**config.mk**
```make
export PLATFORM = sky130hd
export DESIGN_NAME = temporal_denoise_blend
export DESIGN_NICKNAME = d
export VERILOG_FILES = /design/src/rtl/temporal_denoise_blend_pkg.sv /design/src/rtl/temporal_denoise_blend_lane.sv /design/src/rtl/temporal_denoise_blend.sv
export SDC_FILE = /design/constraint.sdc
export NUM_CORES = 1
export LEC_CHECK = 0
export BUFFER_PORTS_ARGS = -buffer_cell sky130_fd_sc_hd__clkbuf_2
export CAP_MARGIN = 0
export CORE_MARGIN = 5
export CORE_UTILIZATION = 57
export CTS_BUF_LIST = sky130_fd_sc_hd__clkbuf_8 sky130_fd_sc_hd__clkbuf_16
export DETAILED_ROUTE_END_ITERATION = 8
export PLACE_DENSITY = 0.86
export SYNTH_ARGS = -nofsm -noshare
export SYNTH_HDL_FRONTEND = slang
export SYNTH_SLANG_ARGS = --single-unit
```
**constraint.sdc**
```tcl
create_clock -name aclk -period 6.1 [get_ports aclk]
set_input_delay 0.305 -clock aclk [delete_from_list [all_inputs] [get_ports aclk]]
set_output_delay 0.305 -clock aclk [all_outputs]
set_load 0.03 [all_outputs]
```
**src/rtl/temporal_denoise_blend_pkg.sv**
```systemverilog
// Shared types and helpers for the temporal denoise blend datapath.
package temporal_denoise_blend_pkg;

   // Join state: SYNC waits for both streams to present a frame start, RUN streams pixels.
   typedef enum logic [0:0] {
      StSync = 1'b0,
      StRun  = 1'b1
   } state_e;

   // Beat width from channel layout; shared with the frame-buffer reader.
   function automatic int unsigned data_width(input int unsigned ch_width,
                                              input int unsigned num_ch);
      return ch_width * num_ch;
   endfunction

endpackage

```
**src/rtl/temporal_denoise_blend_lane.sv**
```systemverilog
// One colour channel: stage 1 does the motion test and both weighted products,
// stage 2 rounds, shifts and selects between the blend and the raw current pixel.
module temporal_denoise_blend_lane #(
   parameter int unsigned CH_WIDTH   = 8,
   parameter int unsigned ALPHA_BITS = 4
) (
   input  logic                  aclk,
   input  logic                  aresetn,
   input  logic                  en,
   input  logic [CH_WIDTH-1:0]   prev_ch,
   input  logic [CH_WIDTH-1:0]   curr_ch,
   input  logic [ALPHA_BITS-1:0] alpha,
   input  logic [CH_WIDTH-1:0]   thresh,
   input  logic                  bypass,
   output logic [CH_WIDTH-1:0]   out_ch
);

   localparam int unsigned SUM_WIDTH = CH_WIDTH + ALPHA_BITS + 1;
   localparam int unsigned ROUND     = 1 << (ALPHA_BITS - 1);

   logic [CH_WIDTH:0]     diff;
   logic                  motion;
   logic [ALPHA_BITS:0]   w_curr;
   logic [SUM_WIDTH-1:0]  prod_c_q, prod_c_d, prod_p_q, prod_p_d, sum;
   logic [CH_WIDTH-1:0]   curr1_q, curr1_d, out_q, out_d;
   logic                  sel_q, sel_d;
   logic                  unused_sum_bits;

   // Stage 1: absolute difference, motion decision and the two weighted products.
   always_comb begin
      diff   = (curr_ch >= prev_ch) ? ({1'b0, curr_ch} - {1'b0, prev_ch})
                                    : ({1'b0, prev_ch} - {1'b0, curr_ch});
      motion = diff > {1'b0, thresh};
      // N - A spans 1..N, so it needs one bit more than alpha.
      w_curr = {1'b1, {ALPHA_BITS{1'b0}}} - {1'b0, alpha};
      prod_c_d = prod_c_q;
      prod_p_d = prod_p_q;
      curr1_d  = curr1_q;
      sel_d    = sel_q;
      if (en) begin
         prod_c_d = SUM_WIDTH'(curr_ch) * SUM_WIDTH'(w_curr);
         prod_p_d = SUM_WIDTH'(prev_ch) * SUM_WIDTH'(alpha);
         curr1_d  = curr_ch;
         sel_d    = bypass | motion;
      end
   end

   // Stage 2: round-to-nearest blend; the weighted sum never exceeds CH_WIDTH after the shift.
   always_comb begin
      sum   = prod_c_q + prod_p_q + SUM_WIDTH'(ROUND);
      out_d = out_q;
      if (en) begin
         out_d = sel_q ? curr1_q : sum[ALPHA_BITS +: CH_WIDTH];
      end
   end

   assign unused_sum_bits = ^{sum[SUM_WIDTH-1], sum[ALPHA_BITS-1:0]};

   // Pipeline registers for both stages.
   always_ff @(posedge aclk) begin
      if (!aresetn) begin
         prod_c_q <= '0;
         prod_p_q <= '0;
         curr1_q  <= '0;
         sel_q    <= 1'b0;
         out_q    <= '0;
      end else begin
         prod_c_q <= prod_c_d;
         prod_p_q <= prod_p_d;
         curr1_q  <= curr1_d;
         sel_q    <= sel_d;
         out_q    <= out_d;
      end
   end

   assign out_ch = out_q;

endmodule

```
**src/rtl/temporal_denoise_blend.sv**
```systemverilog
// Motion-adaptive temporal denoise: joins previous- and current-frame AXIS streams,
// aligns them on frame start (tuser) and emits a per-channel weighted blend.
module temporal_denoise_blend
   import temporal_denoise_blend_pkg::*;
#(
   parameter  int unsigned CH_WIDTH   = 8,
   parameter  int unsigned NUM_CH     = 4,
   parameter  int unsigned ALPHA_BITS = 4,
   parameter  int unsigned CNT_WIDTH  = 16,
   localparam int unsigned DATA_WIDTH = data_width(CH_WIDTH, NUM_CH)
) (
   input  logic                  aclk,
   input  logic                  aresetn,
   input  logic [DATA_WIDTH-1:0] s_prev_axis_tdata,
   input  logic                  s_prev_axis_tvalid,
   input  logic                  s_prev_axis_tlast,
   input  logic                  s_prev_axis_tuser,
   output logic                  s_prev_axis_tready,
   input  logic [DATA_WIDTH-1:0] s_curr_axis_tdata,
   input  logic                  s_curr_axis_tvalid,
   input  logic                  s_curr_axis_tlast,
   input  logic                  s_curr_axis_tuser,
   output logic                  s_curr_axis_tready,
   output logic [DATA_WIDTH-1:0] m_axis_tdata,
   output logic                  m_axis_tvalid,
   output logic                  m_axis_tlast,
   output logic                  m_axis_tuser,
   input  logic                  m_axis_tready,
   input  logic [ALPHA_BITS-1:0] cfg_alpha,
   input  logic [CH_WIDTH-1:0]   cfg_thresh,
   input  logic                  cfg_bypass,
   output logic [CNT_WIDTH-1:0]  frame_cnt,
   output logic [CNT_WIDTH-1:0]  resync_cnt
);

   state_e                state_q, state_d;
   logic                  en, both_valid, mismatch, accept, cfg_load;
   logic                  prev_ready, curr_ready;
   logic [ALPHA_BITS-1:0] alpha_q, alpha_d;
   logic [CH_WIDTH-1:0]   thresh_q, thresh_d;
   logic                  bypass_q, bypass_d;
   logic                  v1_q, v1_d, last1_q, last1_d, user1_q, user1_d;
   logic                  v2_q, v2_d, last2_q, last2_d, user2_q, user2_d;
   logic [CNT_WIDTH-1:0]  frame_cnt_q, frame_cnt_d, resync_cnt_q, resync_cnt_d;
   logic                  unused_prev_tlast;

   // Join FSM: drop/hold in SYNC, lockstep accept in RUN, fall back to SYNC on tuser mismatch.
   always_comb begin
      en           = m_axis_tready | ~v2_q;
      both_valid   = s_prev_axis_tvalid & s_curr_axis_tvalid;
      mismatch     = both_valid & (s_prev_axis_tuser != s_curr_axis_tuser);
      state_d      = state_q;
      prev_ready   = 1'b0;
      curr_ready   = 1'b0;
      accept       = 1'b0;
      resync_cnt_d = resync_cnt_q;
      unique case (state_q)
         StSync: begin
            // Mid-frame beats are discarded; a frame start waits for its partner.
            prev_ready = s_prev_axis_tvalid & ~s_prev_axis_tuser;
            curr_ready = s_curr_axis_tvalid & ~s_curr_axis_tuser;
            if (both_valid & s_prev_axis_tuser & s_curr_axis_tuser & en) begin
               accept     = 1'b1;
               prev_ready = 1'b1;
               curr_ready = 1'b1;
               state_d    = StRun;
            end
         end
         StRun: begin
            if (mismatch) begin
               state_d = StSync;
               if (resync_cnt_q != '1) begin
                  resync_cnt_d = resync_cnt_q + CNT_WIDTH'(1);
               end
            end else begin
               prev_ready = s_curr_axis_tvalid & en;
               curr_ready = s_prev_axis_tvalid & en;
               accept     = both_valid & en;
            end
         end
         default: state_d = StSync;
      endcase
      if (!aresetn) begin
         prev_ready = 1'b0;
         curr_ready = 1'b0;
         accept     = 1'b0;
      end
   end

   // Config is captured on the frame-start beat and applies to that beat onward.
   always_comb begin
      cfg_load = accept & s_curr_axis_tuser;
      alpha_d  = cfg_load ? cfg_alpha  : alpha_q;
      thresh_d = cfg_load ? cfg_thresh : thresh_q;
      bypass_d = cfg_load ? cfg_bypass : bypass_q;
   end

   // Sideband pipe alongside the lanes, plus the output frame counter.
   always_comb begin
      v1_d    = v1_q;
      last1_d = last1_q;
      user1_d = user1_q;
      v2_d    = v2_q;
      last2_d = last2_q;
      user2_d = user2_q;
      if (en) begin
         v1_d    = accept;
         last1_d = accept & s_curr_axis_tlast;
         user1_d = accept & s_curr_axis_tuser;
         v2_d    = v1_q;
         last2_d = last1_q;
         user2_d = user1_q;
      end
      frame_cnt_d = frame_cnt_q;
      if (v2_q & m_axis_tready & user2_q) begin
         frame_cnt_d = frame_cnt_q + CNT_WIDTH'(1);
      end
   end

   // Control, config and sideband state.
   always_ff @(posedge aclk) begin
      if (!aresetn) begin
         state_q      <= StSync;
         alpha_q      <= '0;
         thresh_q     <= '0;
         bypass_q     <= 1'b0;
         v1_q         <= 1'b0;
         last1_q      <= 1'b0;
         user1_q      <= 1'b0;
         v2_q         <= 1'b0;
         last2_q      <= 1'b0;
         user2_q      <= 1'b0;
         frame_cnt_q  <= '0;
         resync_cnt_q <= '0;
      end else begin
         state_q      <= state_d;
         alpha_q      <= alpha_d;
         thresh_q     <= thresh_d;
         bypass_q     <= bypass_d;
         v1_q         <= v1_d;
         last1_q      <= last1_d;
         user1_q      <= user1_d;
         v2_q         <= v2_d;
         last2_q      <= last2_d;
         user2_q      <= user2_d;
         frame_cnt_q  <= frame_cnt_d;
         resync_cnt_q <= resync_cnt_d;
      end
   end

   for (genvar g = 0; g < NUM_CH; g++) begin : g_lane
      temporal_denoise_blend_lane #(
         .CH_WIDTH   (CH_WIDTH),
         .ALPHA_BITS (ALPHA_BITS)
      ) u_lane (
         .aclk    (aclk),
         .aresetn (aresetn),
         .en      (en),
         .prev_ch (s_prev_axis_tdata[g*CH_WIDTH +: CH_WIDTH]),
         .curr_ch (s_curr_axis_tdata[g*CH_WIDTH +: CH_WIDTH]),
         .alpha   (alpha_d),
         .thresh  (thresh_d),
         .bypass  (bypass_d),
         .out_ch  (m_axis_tdata[g*CH_WIDTH +: CH_WIDTH])
      );
   end

   // Line boundaries follow the current frame; the previous frame's tlast carries nothing new.
   assign unused_prev_tlast  = s_prev_axis_tlast;

   assign s_prev_axis_tready = prev_ready;
   assign s_curr_axis_tready = curr_ready;
   assign m_axis_tvalid      = v2_q;
   assign m_axis_tlast       = last2_q;
   assign m_axis_tuser       = user2_q;
   assign frame_cnt          = frame_cnt_q;
   assign resync_cnt         = resync_cnt_q;

endmodule

```
==> out/summary.txt <==
Status: complete, no violations
Core Area: 0.0367 mm²
Clk sinks: 216
Post-synthesis mux area share: 2.20%
Yosys top cell by area: dfxtp_1
Detail Placement HPWL: 42300 µm
Post-synthesis compound-gate area fraction: 16.5%
Post-Route WL: 55600 µm
Non-Filler Instances: 3163
Rel. slew slack: 44.3%
# placed instances: 3116
First-pass GRT wire length: 91400 µm
TritonCTS Buffers: 26
Drt via density: 5.78
Setup bufs post-CTS: 0
H-tree level count: 1
Die W: 203 µm
Initial Utilization: 57.9%
Max-cap violations: 0
Slew @ Worst Pin: 0.813 ns
Met3 Use GR: 3.19%
Simple logic cell fraction of the synthesized area: 17.5%
Sequential fraction of the synthesis area: 20.4%
Fin. max-slew vios: 0
Fmax achieved: 0.173 GHz
Main combinational cell family by area after synthesis: adder cells
PortBufs: 153
GR Layer Usage met2: 49.6%
Syn avg cell area: 8.21 µm²
TritonRoute pass-1 iters: 8
GRT Overall Usage: 26.6%
YS warnings: 0
RSZ-0062 raised after global routing: no
Layout area overhead: 9.36%
1st-iter DRT viols: 967
Endpoint type of the worst setup path: register
Adder-cell area share of the yosys netlist: 30.5%
Hold crit path type: input port to register
Peak VDD IR: 0.205 mV
Cell with the most instances after synthesis: nand2_1
Root Driver: clkbuf_16
Synth top area cells: dfxtp_1 20%, ha_1 19%, fa_1 12%
Hold Fails Final Rpt: 0
Pwr dens: 193 mW/mm²
Worst R2R Path Depth: 21
Fin crit period: 5.80 ns
CTS Buffer Depth: 3
Share of Yosys cell area claimed by the top area cell type: 20.4%
Syn_nets: 3116
Period utilisation layout: 95.0%
# DRC: 0
Clk_skew: 0.0213 ns
Chip height: 203 µm
Row count: 70
CTS tree: yes
Grt met1 use: 28.7%
Layout cells sized above 1: 9.17%
Hold depth: 3
Final setup viols: 0
Num ports: 155
Post-Synth XOR/XNOR Area: 6.23%
Synth Flop Type: dfxtp_1
Worst-path clk slew: 0.06 ns
Global routing's busiest layer: met2
Antenna violations before repair: 3
Synth Cell Area: 0.0212 mm²
Distinct cells, synth: 63
CP Max Fanout: 5
Leading cell types by count after synthesis: 404 x nand2_1, 319 x ha_1, 262 x inv_1
Flops & latches, synth: 216
Die area: 0.0412 mm²
Mapped Cells: 2587
WP data required: 6.50 ns
GRT overflow: 0
Crit start category: register
Synth async-reset ratio: 0%
Largest net degree at the start of global routing: 219
Pleak: 12.1 nW
Critical path data arrival time: 6.19 ns
Routability-driven placement congestion ratio: 0.918
Antenna-violating nets left: 0
Fill cells: 2942
Vias in the first global route: 19100
Diode count: 0
Number of flops mapped to enable cells by yosys: 0
Crit Path Category: register to register
Setup TNS: 0 ns
Post-layout nets: 3206
Worst-Skew Late Latency: 0.56 ns
Final Total Pwr: 4.49 mW
WL/cell: 17.6 µm
Via count: 18300
-- power breakdown --
part           internal (mW)  switching [mW]  total, mW
sequential              1.50          0.0759       1.58
combinational          0.588           0.792       1.38
clock                  0.883           0.644       1.53
total                   2.97            1.51       4.49
-- layout make-up --
class | instances | area, µm² | area share [%]
Clock inverter | 15 | 124 | 0.533
Multi-Input combinational cell | 1993 | 15500 | 66.7
Inverter | 263 | 987 | 4.25
Tap cell | 468 | 586 | 2.52
Timing Repair Buffer | 177 | 988 | 4.25
Sequential cell | 216 | 4330 | 18.6
Clock buffer | 31 | 719 | 3.10
-- kinds of logic after synthesis --
kind of cell,after synthesis
flip-flops,216
AND/OR/NAND/NOR,827
AO/OA/AOI/OAI,528
XOR/XNOR,151
adder cells (fa/ha/maj),443
multiplexers,44
buffers and inverters,378
-- state kept, by name, summed over array words and instances (netlist names) --
| signal | count |
|---|---|
| last1_q | 1 |
| thresh_q | 8 |
| resync_cnt | 16 |
| state_q | 1 |
| alpha_q | 4 |
| m_axis_tlast | 1 |
| m_axis_tuser | 1 |
| g_lane.u_lane.prod_c_q | 48 |
| g_lane.u_lane.curr1_q | 32 |
| bypass_q | 1 |
| g_lane.u_lane.sel_q | 4 |
| m_axis_tvalid | 1 |
| g_lane.u_lane.out_ch | 32 |
| v1_q | 1 |
| user1_q | 1 |
| g_lane.u_lane.prod_p_q | 48 |
| frame_cnt | 16 |
-- worst paths after layout --
kind | start | endpoint | slack [ns]
worst max-delay path | m_axis_tvalid | g_lane[3].u_lane.prod_c_q[11] | 0.30
worst min-delay path | s_prev_axis_tdata[24] | g_lane[3].u_lane.prod_p_q[0] | 0.08
worst max register to register | m_axis_tvalid | g_lane[3].u_lane.prod_c_q[11] | 0.30
worst min register to register | user1_q | user1_q | 0.46
-- routing by layer --
layer	share of wire, %	vias up
li1	-	8761
met1	37	8744
met2	51	525
met3	4.5	243
met4	7.2	6
met5	0.067	-
-- critical path, stage by stage (launching register included) --
cell,delay [ns]
dfxtp_2,0.37
nand2b_4,0.07
nand4_1,0.10
or2_1,0.31
mux2_2,0.40
or3_1,0.44
xor2_1,0.37
buf_4,0.21
nand2_1,0.08
fa_1,0.57
fa_1,0.45
fa_1,0.49
inv_1,0.05
ha_1,0.32
a21oi_1,0.22
nor2b_1,0.08
o21a_1,0.19
o41a_1,0.34
a21o_1,0.19
a21oi_1,0.16
xnor2_1,0.14
a21oi_1,0.08
-- placed cells by master, fill, tap and decap left out, drive strengths merged, types with 19 or more instances in the layout --
| cell type | n |
|---|---|
| a21oi | 133 |
| a21boi | 89 |
| xnor2 | 93 |
| buf | 24 |
| nor2 | 158 |
| nand3 | 24 |
| dfxtp | 216 |
| mux2i | 25 |
| nor3 | 19 |
| xor2 | 58 |
| ha | 319 |
| o21ai | 119 |
| inv | 267 |
| mux2 | 19 |
| nor2b | 36 |
| and2 | 124 |
| nand4 | 20 |
| a21o | 53 |
| clkbuf | 183 |
| fa | 124 |
| o21a | 25 |
| nand2 | 404 |
-- metrics by stage --
stage | utilization, % | setup WS, ns | hold WS, ns | instance area, µm²
after floorplan | - | 0.0120 | 0.431 | 21300
after global placement | 61.0 | 0.236 | 0.442 | 22400
after detailed placement | 61.0 | 0.0993 | 0.452 | 22400
after CTS | 63.3 | 0.239 | 0.0598 | 23200
after global routing | 63.3 | 0.0610 | 0.0991 | 23200
final | 63.3 | 0.305 | 0.0820 | 23200
-- what timing repair did --
| action | 4_1_cts | 5_1_grt |
|---|---|---|
| gates resized for setup | 0 | 1 |
| setup endpoints to repair | 0 | 6 |
| endpoints found under the hold margin | 1 | 0 |
| hold buffers | 1 | 0 |
Power figures use the tool's default switching activity.
